`config.mk`:
```
export PLATFORM = sky130hd
export DESIGN_NAME = rx_line_sched
export DESIGN_NICKNAME = d
export VERILOG_FILES = /design/src/rtl/rx_line_sched_pkg.sv /design/src/rtl/rx_line_sched_wd.sv /design/src/rtl/rx_line_sched.sv
export SDC_FILE = /design/constraint.sdc
export NUM_CORES = 1
export LEC_CHECK = 0
export CAP_MARGIN = 25
export CORE_UTILIZATION = 58
export CTS_BUF_LIST = sky130_fd_sc_hd__clkbuf_8
export DETAILED_ROUTE_END_ITERATION = 8
export GPL_TIMING_DRIVEN = 0
export PLACE_DENSITY = 0.82
export SLEW_MARGIN = 40
export SYNTH_ARGS = -nofsm -noshare
export SYNTH_HDL_FRONTEND = slang
export SYNTH_SLANG_ARGS = --single-unit
```
`constraint.sdc`:
```
create_clock -name Cclk -period 4.47 [get_ports Cclk]
set_input_delay 0.894 -clock Cclk [delete_from_list [all_inputs] [get_ports Cclk]]
set_output_delay 0.894 -clock Cclk [all_outputs]
set_load 0.02 [all_outputs]
```
`src/rtl/rx_line_sched_pkg.sv`:
```
// Shared definitions for the RX line scheduler, frame memory and display path.
package rx_line_sched_pkg;

   typedef enum logic [1:0] {
      IDLE,
      RECV,
      FILL,
      DONE
   } state_t;

   localparam logic [15:0] LINE_WORDS_DEF  = 16'h0050;
   localparam logic [15:0] FRAME_WORDS_DEF = 16'h9600;
   localparam logic [19:0] WD_LIMIT_DEF    = 20'h23500;

   function automatic logic [9:0] sat_inc10(input logic [9:0] v);
      return (v == 10'h3FF) ? v : v + 10'd1;
   endfunction

endpackage

```
`src/rtl/rx_line_sched_wd.sv`:
```
// Link watchdog: counts idle SPI cycles, saturates at LIMIT, flags the last one.
module rx_link_wd #(
   parameter logic [19:0] LIMIT = 20'h23500
) (
   input  logic        clk,
   input  logic        rst_n,
   input  logic        clear,
   input  logic        enable,
   output logic [19:0] count,
   output logic        timeout
);

   always_ff @(posedge clk or negedge rst_n) begin
      if (!rst_n)
         count <= '0;
      else if (clear)
         count <= '0;
      else if (enable && count != LIMIT)
         count <= count + 20'd1;
   end

   assign timeout = enable && !clear && (count == LIMIT - 20'd1);

endmodule

```
`src/rtl/rx_line_sched.sv`:
```
// Places received RF line payloads into frame memory and zero-fills lost lines.
module rx_line_sched
   import rx_line_sched_pkg::*;
#(
   parameter logic [15:0] LINE_WORDS  = LINE_WORDS_DEF,
   parameter logic [15:0] FRAME_WORDS = FRAME_WORDS_DEF,
   parameter logic [19:0] WD_LIMIT    = WD_LIMIT_DEF
) (
   input  logic        Cclk,
   input  logic        rstn,
   input  logic        FrameSync0,
   input  logic        FrameSync1,
   input  logic [15:0] RxAdd,
   input  logic        RxAddValid,
   input  logic [11:0] RxData,
   input  logic        RxValid,
   input  logic        CS_n,
   output logic        WrEn,
   output logic [15:0] WrAdd,
   output logic [11:0] WrData,
   output logic        ZeroPadOn,
   output logic        FrameSel,
   output logic        FrameDone,
   output logic [9:0]  LostLines
);

   state_t      state, state_n;
   logic [15:0] ptr, ptr_n;
   logic [15:0] next_line, nl_n;
   logic [15:0] fill_cnt, fcnt_n;
   logic [9:0]  lost_n;
   logic        fsel_n;
   logic        wd_clr, wd_en, wd_to;
   logic [19:0] wd_count;
   logic        sync, add_take, wr_req, wr_fill, wr_ok, done_req;
   logic [15:0] wr_addr;
   logic [11:0] wr_word;

   assign sync = FrameSync0 | FrameSync1;

   rx_link_wd #(.LIMIT(WD_LIMIT)) u_wd (
      .clk     (Cclk),
      .rst_n   (rstn),
      .clear   (wd_clr),
      .enable  (wd_en),
      .count   (wd_count),
      .timeout (wd_to)
   );

   always_comb begin
      state_n  = state;
      ptr_n    = ptr;
      nl_n     = next_line;
      fcnt_n   = fill_cnt;
      lost_n   = LostLines;
      fsel_n   = FrameSel;
      wd_clr   = ~CS_n;
      wd_en    = (state == RECV) && CS_n;
      add_take = 1'b0;
      wr_req   = 1'b0;
      wr_fill  = 1'b0;
      wr_ok    = 1'b0;
      wr_addr  = ptr;
      wr_word  = RxData;
      done_req = 1'b0;
      if (sync) begin
         state_n = RECV;
         ptr_n   = '0;
         nl_n    = LINE_WORDS;
         lost_n  = '0;
         fsel_n  = ~FrameSync0;
         wd_clr  = 1'b1;
      end else begin
         unique case (state)
            RECV: begin
               if (RxAddValid)
                  add_take = 1'b1;
               else if (RxValid)
                  wr_req = 1'b1;
               else if (wd_to) begin
                  if (next_line >= FRAME_WORDS) begin
                     state_n  = DONE;
                     done_req = 1'b1;
                  end else begin
                     state_n = FILL;
                     ptr_n   = next_line;
                     fcnt_n  = '0;
                  end
               end
            end
            FILL: begin
               if (RxAddValid) begin
                  add_take = 1'b1;
                  state_n  = RECV;
               end else begin
                  wr_req  = 1'b1;
                  wr_fill = 1'b1;
                  wr_word = '0;
                  fcnt_n  = fill_cnt + 16'd1;
                  if (fill_cnt == LINE_WORDS - 16'd1) begin
                     state_n = RECV;
                     nl_n    = next_line + LINE_WORDS;
                     lost_n  = sat_inc10(LostLines);
                     wd_clr  = 1'b1;
                  end
               end
            end
            default: ;
         endcase
         if (add_take) begin
            ptr_n   = RxAdd;
            nl_n    = RxAdd + LINE_WORDS;
            wd_clr  = 1'b1;
            wr_addr = RxAdd;
            wr_req  = RxValid;
         end
         // out-of-frame addresses are never written
         wr_ok = wr_req && (wr_addr < FRAME_WORDS);
         if (wr_ok) begin
            ptr_n = wr_addr + 16'd1;
            if (wr_addr + 16'd1 == FRAME_WORDS) begin
               state_n  = DONE;
               done_req = 1'b1;
            end
         end
      end
   end

   always_ff @(posedge Cclk or negedge rstn) begin
      if (!rstn) begin
         state     <= IDLE;
         ptr       <= '0;
         next_line <= LINE_WORDS;
         fill_cnt  <= '0;
         LostLines <= '0;
         FrameSel  <= 1'b0;
         WrEn      <= 1'b0;
         WrAdd     <= '0;
         WrData    <= '0;
         ZeroPadOn <= 1'b0;
         FrameDone <= 1'b0;
      end else begin
         state     <= state_n;
         ptr       <= ptr_n;
         next_line <= nl_n;
         fill_cnt  <= fcnt_n;
         LostLines <= lost_n;
         FrameSel  <= fsel_n;
         WrEn      <= wr_ok;
         ZeroPadOn <= wr_ok && wr_fill;
         FrameDone <= done_req;
         if (wr_ok) begin
            WrAdd  <= wr_addr;
            WrData <= wr_word;
         end
      end
   end

endmodule

```
* Yosys cells after proc, flatten, opt, wreduce, memory -nomap -nowiden
Cells that the tools add are included.
** Storage, ports and cells
- Input bits :: 35
- Word-level logic and storage cells :: 129
- Bits in registers :: 112
** Operators by class
- Add/subtract/negate cells :: 6
- Eq/ne operators :: 18
- Mux-type cells :: 67
- Order comparisons :: 2
- Reduce and logical (&&, ||, !) cells :: 20
- Bitwise gates (word level) :: 4
** Operator list (count)
- 2-to-1 mux 16 bit :: 21
- 2-to-1 mux 10 bit :: 5
- 2-to-1 mux 20 bit :: 2
- 2-to-1 mux 12 bit :: 3
- adder 16 x 1 -> 16 bit, second input constant :: 2
- adder 16 x 7 -> 16 bit, second input constant :: 2
- case mux 16 bit (2 select lines) :: 1
- 2-to-1 mux 1 bit :: 25
- adder 20 x 1 -> 20 bit, second input constant :: 1
- == test 20 x 18 -> 1 bit, second input constant :: 1
- != test 20 x 18 -> 1 bit, second input constant :: 1
- == test 16 bit, second input constant :: 1
- == test 16 x 7 -> 1 bit, second input constant :: 1
- greater-or-equal comparator 16 bit, second input constant :: 1
- less-than comparator 16 bit, second input constant :: 1
- 2-to-1 mux 2 bit :: 8
- adder 10 x 1 -> 10 bit, second input constant :: 1
- == test 10 bit, second input constant :: 1
- != test 2 bit, second input constant :: 5
- != test 4 x 1 -> 1 bit, second input constant :: 2
- nonzero test 2 bit :: 4
- nonzero test 4 bit :: 2
- AND reduction 7 bit :: 1
- logical AND 1 bit :: 6
- other kinds (15) :: 19

* Longest topological paths before layout
Gate-level depths: netlist of the first run.
- Depth in word-level cells :: 16
- Gate-level depth with buffers :: 19

* Modules after synthesis
Synthesis of the first run repeated with hierarchy kept, for this count alone.
** Second synthesis, totals
- Cells, all modules :: 756
- Area, all modules :: 6648.9 um^2
** By module, submodules not included
- rx_line_sched :: instances 1, area each 5431.5 um^2, cells each 626
- rx_link_wd :: instances 1, area each 1217.4 um^2, cells each 130

* Least setup slack after synthesis of the first run
OpenSTA, ideal clock, no wires.
- Path type :: input -> register
- Start :: input RxAddValid
- End :: register FrameDone
- Arrival time :: 3634 ps
- Data required time :: 4392 ps
- Library setup time :: 78 ps
- Stages :: 17
- Slack :: 757 ps
- Cells stage by stage :: nand2b_2 buf_6 buf_2 buf_2 buf_2 a21oi_1 inv_1 ha_1 clkbuf_1 nand2_1 mux2i_1 nand3_1 or3_1 a21oi_1 nand4_1 a2111o_1 a21oi_1
** On the way
- Cells in the longest elaborated chain, start to end :: 15
- Elaborated cells between the ends (all ways) :: 28
** Ends and longest elaborated chain
- start: declaration :: line rx_line_sched.sv:14 : input logic RxAddValid,
- parallel branches: the longest is 13 deep, another holds adder 16 x 1 -> 16 bit
- 2-to-1 mux 1 bit * :: line rx_line_sched.sv:119 : if (wr_ok) begin
- 2-to-1 mux 1 bit * :: line rx_line_sched.sv:66 : if (sync) begin
- named net done_req :: line rx_line_sched.sv:35 : logic sync, add_take, wr_req, wr_fill, wr_ok, done_req;
- end signal: assignment :: line rx_line_sched.sv:151 : FrameDone <= done_req;
- end: declaration :: line rx_line_sched.sv:23 : output logic FrameDone,
Mark *: on every way through the listed nets, which the timed path passes. The select of a mux whose other input is x is not followed.
A chain may end at the register's enable or synchronous reset.

* Worst setup path in the final report of the first run
Same ends and word-level chain as after synthesis.

==> results of run 1 <==
[logic make-up (layout without fill, tap and decap cells)]
logic type	count (synthesis)	after routing
AOI/OAI and AO/OA	180	180
xor gates and xnor gates	49	49
adders and majority gates	9	9
buffers and inverters	53	144
DFF	112	112
muxes	22	22
and+or+nand+nor	311	311
[metrics by stage]
step | hold WS [ns] | setup WS (ns) | cells | util | area [um2]
CTS | 0.411 | 0.0326 | 967 | 0.707 | 7730
detailed placement | 0.460 | -0.963 | 953 | 0.688 | 7530
floorplan | 0.449 | 0.757 | 736 | - | 6550
finish | 0.399 | 0.217 | 967 | 0.709 | 7750
global route | 0.427 | -0.00788 | 967 | 0.709 | 7750
global placement | 0.452 | -1.70 | 952 | 0.685 | 7490
[area by class of cell]
| type | count | area [um2] |
|---|---|---|
| well taps | 140 | 175 |
| repair buffers | 77 | 795 |
| clock inverters | 5 | 55.1 |
| flip-flops and latches | 112 | 2810 |
| inverters | 17 | 63.8 |
| clock buffers | 11 | 151 |
| multi-input cells | 571 | 3540 |
| fillers | 851 | 3180 |
| plain buffers | 34 | 169 |
[power groups by stage]
stage	Sequential, mW	Clock, mW	Combinational, mW
3_5_place_dp	1.14	0	0.458
2_1_floorplan	1.20	0	0.176
5_1_grt	1.13	0.693	0.500
6_report	1.12	0.649	0.462
4_1_cts	1.12	0.657	0.460
3_3_place_gp	1.14	0	0.445
[flip-flops by register name (all words and copies together), names as in the netlist]
name        count
fill_cnt       16
ZeroPadOn       1
next_line      16
WrAdd          16
ptr            16
WrEn            1
state           2
u_wd.count     20
FrameSel        1
WrData         12
FrameDone       1
LostLines      10
[path summary, 6_finish.rpt]
| kind | startpoint | end | slack (ns) | depth (start not counted) |
|---|---|---|---|---|
| worst max-delay path | RxAddValid | FrameDone | 0.22 | 16 |
| worst min-delay path | rstn | fill_cnt[9] | 0.40 | 1 |
| worst max register to register | state[0] | FrameDone | 0.23 | 18 |
| worst min register to register | WrData[5] | WrData[5] | 0.48 | 2 |
| max in group asynchronous | rstn | WrData[11] | 3.43 | 2 |
| min in group Cclk | WrData[5] | WrData[5] | 0.48 | 2 |
[layer usage]
layer / GRT usage / vias to the layer above / routed length, um
met5: 0 / - / 0
met4: 0.155 / 0 / 521
li1: - / 2775 / -
met3: 0.0440 / 51 / 995
met2: 0.510 / 229 / 8450
met1: 0.403 / 2953 / 7410
[what timing repair did]
action	4_1_cts	5_1_grt
setup endpoints to repair	4	3
hold buffers	0	0
resized for setup	4	7
[worst max-delay path: stages]
cell	delay, ns
clkdlybuf4s15_2	0.29
and2b_2	0.31
buf_6	0.18
buf_4	0.19
clkbuf_4	0.21
and2_1	0.19
a21oi_1	0.28
inv_1	0.11
ha_2	0.23
nand3_1	0.11
xor2_1	0.19
a21oi_1	0.13
a2111oi_1	0.44
nand4_1	0.22
a2111o_1	0.41
a21oi_1	0.18
[cell usage in the layout, fill, tap and decap left out, types with 3 or more instances in the layout]
master           instances
a211oi_1                 3
a21o_1                   5
a21oi_1                 47
a22o_1                  13
a31oi_1                  7
a32oi_1                  3
and2_1                  11
and3_1                   7
and3b_1                  3
and4_1                   3
buf_2                    6
buf_6                    3
clkbuf_1                20
clkbuf_8                11
clkdlybuf4s50_1         74
dfrtp_1                110
ha_1                     8
inv_1                   17
mux2_2                   4
mux2i_1                 13
mux2i_4                  3
nand2_1                115
nand2b_1                 3
nand3_1                 37
nand4_1                 11
nor2_1                  69
nor2b_1                  5
nor3_1                   7
nor4_1                   3
o211ai_1                 7
o21ai_0                 54
o22ai_1                  4
o31ai_1                  4
o31ai_2                  7
o41ai_1                  4
or2_2                    3
or3_1                   10
xnor2_1                 23
xor2_1                  26
==> impl_metrics.json, run 1 <==
{
  "synthesis.instances": 736,
  "fin_tns_setup_ns": 0,
  "final_max_slew_viol_count": 0,
  "syn_area_per_cell_um2": 8.90,
  "htreeDepth": 3,
  "synth_top_family_by_area": "simple AND/OR/NAND/NOR gates",
  "synth_area_leader_cell": "dfrtp_1",
  "p_int_mw": 1.57,
  "end_kind": "register",
  "fin_skew_ns": 0.00998,
  "drt_iter0_drc": 514,
  "worstPathMaxFanout": 10,
  "cts_buffer_depth": 2,
  "numClockSinks": 112,
  "fin_total_pwr_mw": 2.23,
  "ant_nets": 0,
  "min_period_ns": 4.25,
  "synthSimpleGateAreaFrac": 0.233,
  "die_w_um": 108,
  "synth_area_leaders": "dfrtp_1 42%, nand2_1 6.6%, o21ai_0 4.1%",
  "grt_max_degree": 62,
  "syn-num-nets": 780,
  "die-area_mm2": 0.0117,
  "synth_cell_types": 80,
  "antenna_found_initial": 0,
  "pwr-share-seq": 0.503,
  "syn_area_mm2": 0.00655,
  "synth_edf_count": 0,
  "post_cts_buffers": 0,
  "yosysSeqAreaShare": 0.428,
  "via_per_inst": 6.21,
  "port_buffers": 76,
  "synth_top_area_frac": 0.420,
  "peakVddDrop_uv": 239,
  "hold_path_class": "input port to async pin",
  "dr.pass1.iters": 5,
  "ys_warn_count": 0,
  "grt_pass1_vias": 5955,
  "synth_compound_area_frac": 0.181,
  "coreArea_mm2": 0.0109,
  "totalWireLength_mm": 17.4,
  "relSlewSlack": 0.451,
  "netlist_top_cells_count": "115 x nand2_1, 110 x dfrtp_1, 69 x nor2_1, 54 x o21ai_0, 48 x a21oi_1",
  "synthToLayoutAreaGrowth_pct": 18.3,
  "clockRootBuffer": "clkbuf_8",
  "p_sw_uw": 668,
  "routabilityCongestion": 0.946,
  "antenna_cells": 0,
  "synthFlopType": "dfrtp_1",
  "crit_required_ns": 4.78,
  "synth-async-reset-ratio": 1.00,
  "setup_viol": 0,
  "max_slew.worst_pin.slew_ns": 0.820,
  "vias": 6008,
  "drive_above_1_share": 0.0822,
  "power_density_mw_per_mm2": 288,
  "critPathLaunchType": "input port",
  "grt_remaining_overflow": 0,
  "fin_crit_sh": 0.951,
  "synthXorXnorAreaFrac": 0.0655,
  "cts_tree": "done",
  "critical_path_class": "input port to register",
  "synthAdderAreaFrac": 0.0172,
  "clk_latency_ns": 0.39,
  "drv_cap": 0,
  "hold_viol_final": 0,
  "wl_per_cell_um": 18.0,
  "fmax_ghz": 0.235,
  "p_leak_nw": 3.26,
  "row_count": 38,
  "sw_frac_of_total": 0.299,
  "initial_utilization": 0.599,
  "track_usage": 0.311,
  "ios": 77,
  "yosys-mux-area-fraction": 0.0389,
  "numCtsBuffers": 9,
  "p_clk_frac": 0.290,
  "die_h_um": 108,
  "grt_first_pass_wirelength_mm": 28.4,
  "dpl.hpwl_mm": 12.7,
  "arrival_ns": 4.57,
  "run_status": "finished clean",
  "p_comb_frac": 0.207,
  "ys_seq_elements": 112,
  "final_nets": 866,
  "drc_errors": 0,
  "yosysMostFrequentCell": "nand2_1",
  "clk_pin_slew_worst_paths_ns": 0.10
}
Power figures use the tool's default switching activity.
==> run 2: changes to the inputs <==
- CORE_MARGIN: default -> 2
==> impl_metrics.json, run 2 (synthesis gave the netlist of run 1 again) <==
{
  "drv_cap": 0,
  "die-area_mm2": 0.0122,
  "row_count": 38,
  "power_density_mw_per_mm2": 292,
  "dpl_cell_area_mm2": 0.00753,
  "fin_crit_sh": 0.965,
  "final_nets": 866,
  "cts_buffer_depth": 2,
  "fin_skew_ns": 0.0159,
  "postLayoutCellArea_mm2": 0.00776,
  "final_cell_mix": "115 x nand2_1, 110 x dfrtp_1, 74 x clkdlybuf4s50_1",
  "cts_tree": "done",
  "grt_util_met3": 0.0635,
  "antenna_cells": 0,
  "track_usage": 0.293,
  "htreeDepth": 3,
  "dpl.hpwl_mm": 12.5,
  "port_buffers": 76,
  "arrival_ns": 4.62,
  "p_sw_uw": 659,
  "fin_tns_setup_ns": 0,
  "largest_reg_flops": 20,
  "final_common_cell": "nand2_1",
  "grt_max_degree": 72,
  "worstPathMaxFanout": 10,
  "drc_errors": 0,
  "totalWireLength_mm": 17.0,
  "p_int_mw": 1.60,
  "hold_viol_final": 0,
  "critical_path_class": "input port to register",
  "dp_slack_ns": -0.997,
  "die_w_um": 110,
  "wl_per_cell_um": 17.6,
  "clk_pin_slew_worst_paths_ns": 0.10,
  "dr.pass1.iters": 5,
  "hold_path_class": "input port to async pin",
  "p_comb_frac": 0.203,
  "setup_viol": 0,
  "max_stage_delay_ns": 0.40,
  "crit_top_cell": "a21oi_1",
  "die_h_um": 110,
  "placedCellCount": 953,
  "run_status": "finished clean",
  "use_met1": 0.377,
  "final_max_slew_viol_count": 0,
  "grt_first_pass_wirelength_mm": 27.5,
  "numCtsBuffers": 9,
  "initial_utilization": 0.599,
  "grt_util_met2": 0.501,
  "fmax_ghz": 0.232,
  "p_clk_frac": 0.301,
  "clockRootBuffer": "clkbuf_8",
  "rsz0062_at_grt": "false",
  "fillers": 843,
  "drive_above_1_share": 0.0822,
  "fin_cells": 967,
  "path_cells": "clkdlybuf4s15_2, and2b_2, buf_6, buf_4, buf_4, and2_1, a21oi_1, inv_1, ha_2, nand2_1, mux2i_4, nand3_1, or3_1, a21oi_1, nand4_1, a2111o_1, a21oi_1",
  "vias": 5891,
  "via_per_inst": 6.09,
  "pwr-share-seq": 0.495,
  "p_leak_nw": 3.26,
  "clk_latency_ns": 0.40,
  "top_usage_layer": "met2",
  "min_period_ns": 4.31,
  "whs_ns": 0.369,
  "regMostFlops": "u_wd.count",
  "relSlewSlack": 0.548,
  "end_kind": "register",
  "numClockSinks": 112,
  "crit_required_ns": 4.77,
  "cpMaxStageDelayCell": "a2111o_1",
  "coreArea_mm2": 0.0109,
  "antenna_found_initial": 0,
  "peakVddDrop_uv": 364,
  "ant_nets": 0,
  "setup_ws_ns": 0.157,
  "synthToLayoutAreaGrowth_pct": 18.4,
  "grt_pass1_vias": 5662,
  "grt_remaining_overflow": 0,
  "post_cts_buffers": 0,
  "critPathLaunchType": "input port",
  "ios": 77,
  "drt_iter0_drc": 641,
  "max_slew.worst_pin.slew_ns": 0.679,
  "routabilityCongestion": 0.946,
  "sw_frac_of_total": 0.291
}
run 2: final cells by class:
type	instances	area, um2	area share
well taps	140	175	0.0226
plain buffers	34	166	0.0214
multi-input cells	571	3540	0.456
clock buffers	10	138	0.0177
inverters	17	63.8	0.00822
flip-flops and latches	112	2810	0.361
repair buffers	77	795	0.102
clock inverters	6	83.8	0.0108
run 2: timing repair:
| item | 4_1_cts | 5_1_grt |
|---|---|---|
| hold endpoints to repair | 0 | 0 |
| gates resized for setup | 4 | 5 |
| cloned | 0 | 0 |
| hold buffers | 0 | 0 |
| endpoints found under the setup margin | 4 | 3 |
run 2: metrics by stage:
| stage | util | total power, mW |
|---|---|---|
| 4_1_cts | 0.708 | 2.27 |
| 6_report | 0.710 | 2.26 |
| 3_5_place_dp | 0.688 | 1.60 |
| 2_1_floorplan | - | 1.37 |
| 5_1_grt | 0.710 | 2.36 |
| 3_3_place_gp | 0.685 | 1.58 |
run 2: layer usage:
| metal | vias to the layer above | part of all wire |
|---|---|---|
| li1 | 2788 | - |
| met3 | 26 | 0.056 |
| met4 | 0 | 0.016 |
| met5 | - | 0 |
| met1 | 2886 | 0.42 |
| met2 | 191 | 0.51 |
run 2: worst max-delay path: cells and delay by family:
| family | cells | cell delay (ns) |
|---|---|---|
| simple gates | 6 | 1.25 |
| buf+inv | 5 | 1.06 |
| compound gates | 4 | 0.93 |
| fa+ha+maj | 1 | 0.25 |
| mux | 1 | 0.21 |
run 2: final timing paths:
check / startpoint / to / slack (ns) / depth (start not counted)
worst max-delay path: RxAddValid / FrameDone / 0.16 / 17
worst min-delay path: rstn / fill_cnt[9] / 0.37 / 1
worst max register to register: state[0] / FrameDone / 0.20 / 18
worst min register to register: WrData[5] / WrData[5] / 0.48 / 2
max in group asynchronous: rstn / ptr[13] / 3.45 / 2
min in group Cclk: WrData[5] / WrData[5] / 0.48 / 2
run 2: power by group through the flow:
stage | registers [mW] | clock network, mW | logic (mW)
after global routing | 1.13 | 0.729 | 0.499
after floorplan | 1.20 | 0 | 0.176
after CTS | 1.12 | 0.687 | 0.459
final | 1.12 | 0.682 | 0.460
after global placement | 1.14 | 0 | 0.446
after detailed placement | 1.14 | 0 | 0.458
==> run 3: changes to the inputs <==
- TNS_END_PERCENT: default -> 30
==> results of run 3 <==
Same layout as run 2: the final DEF is identical, and so are final timing and power.
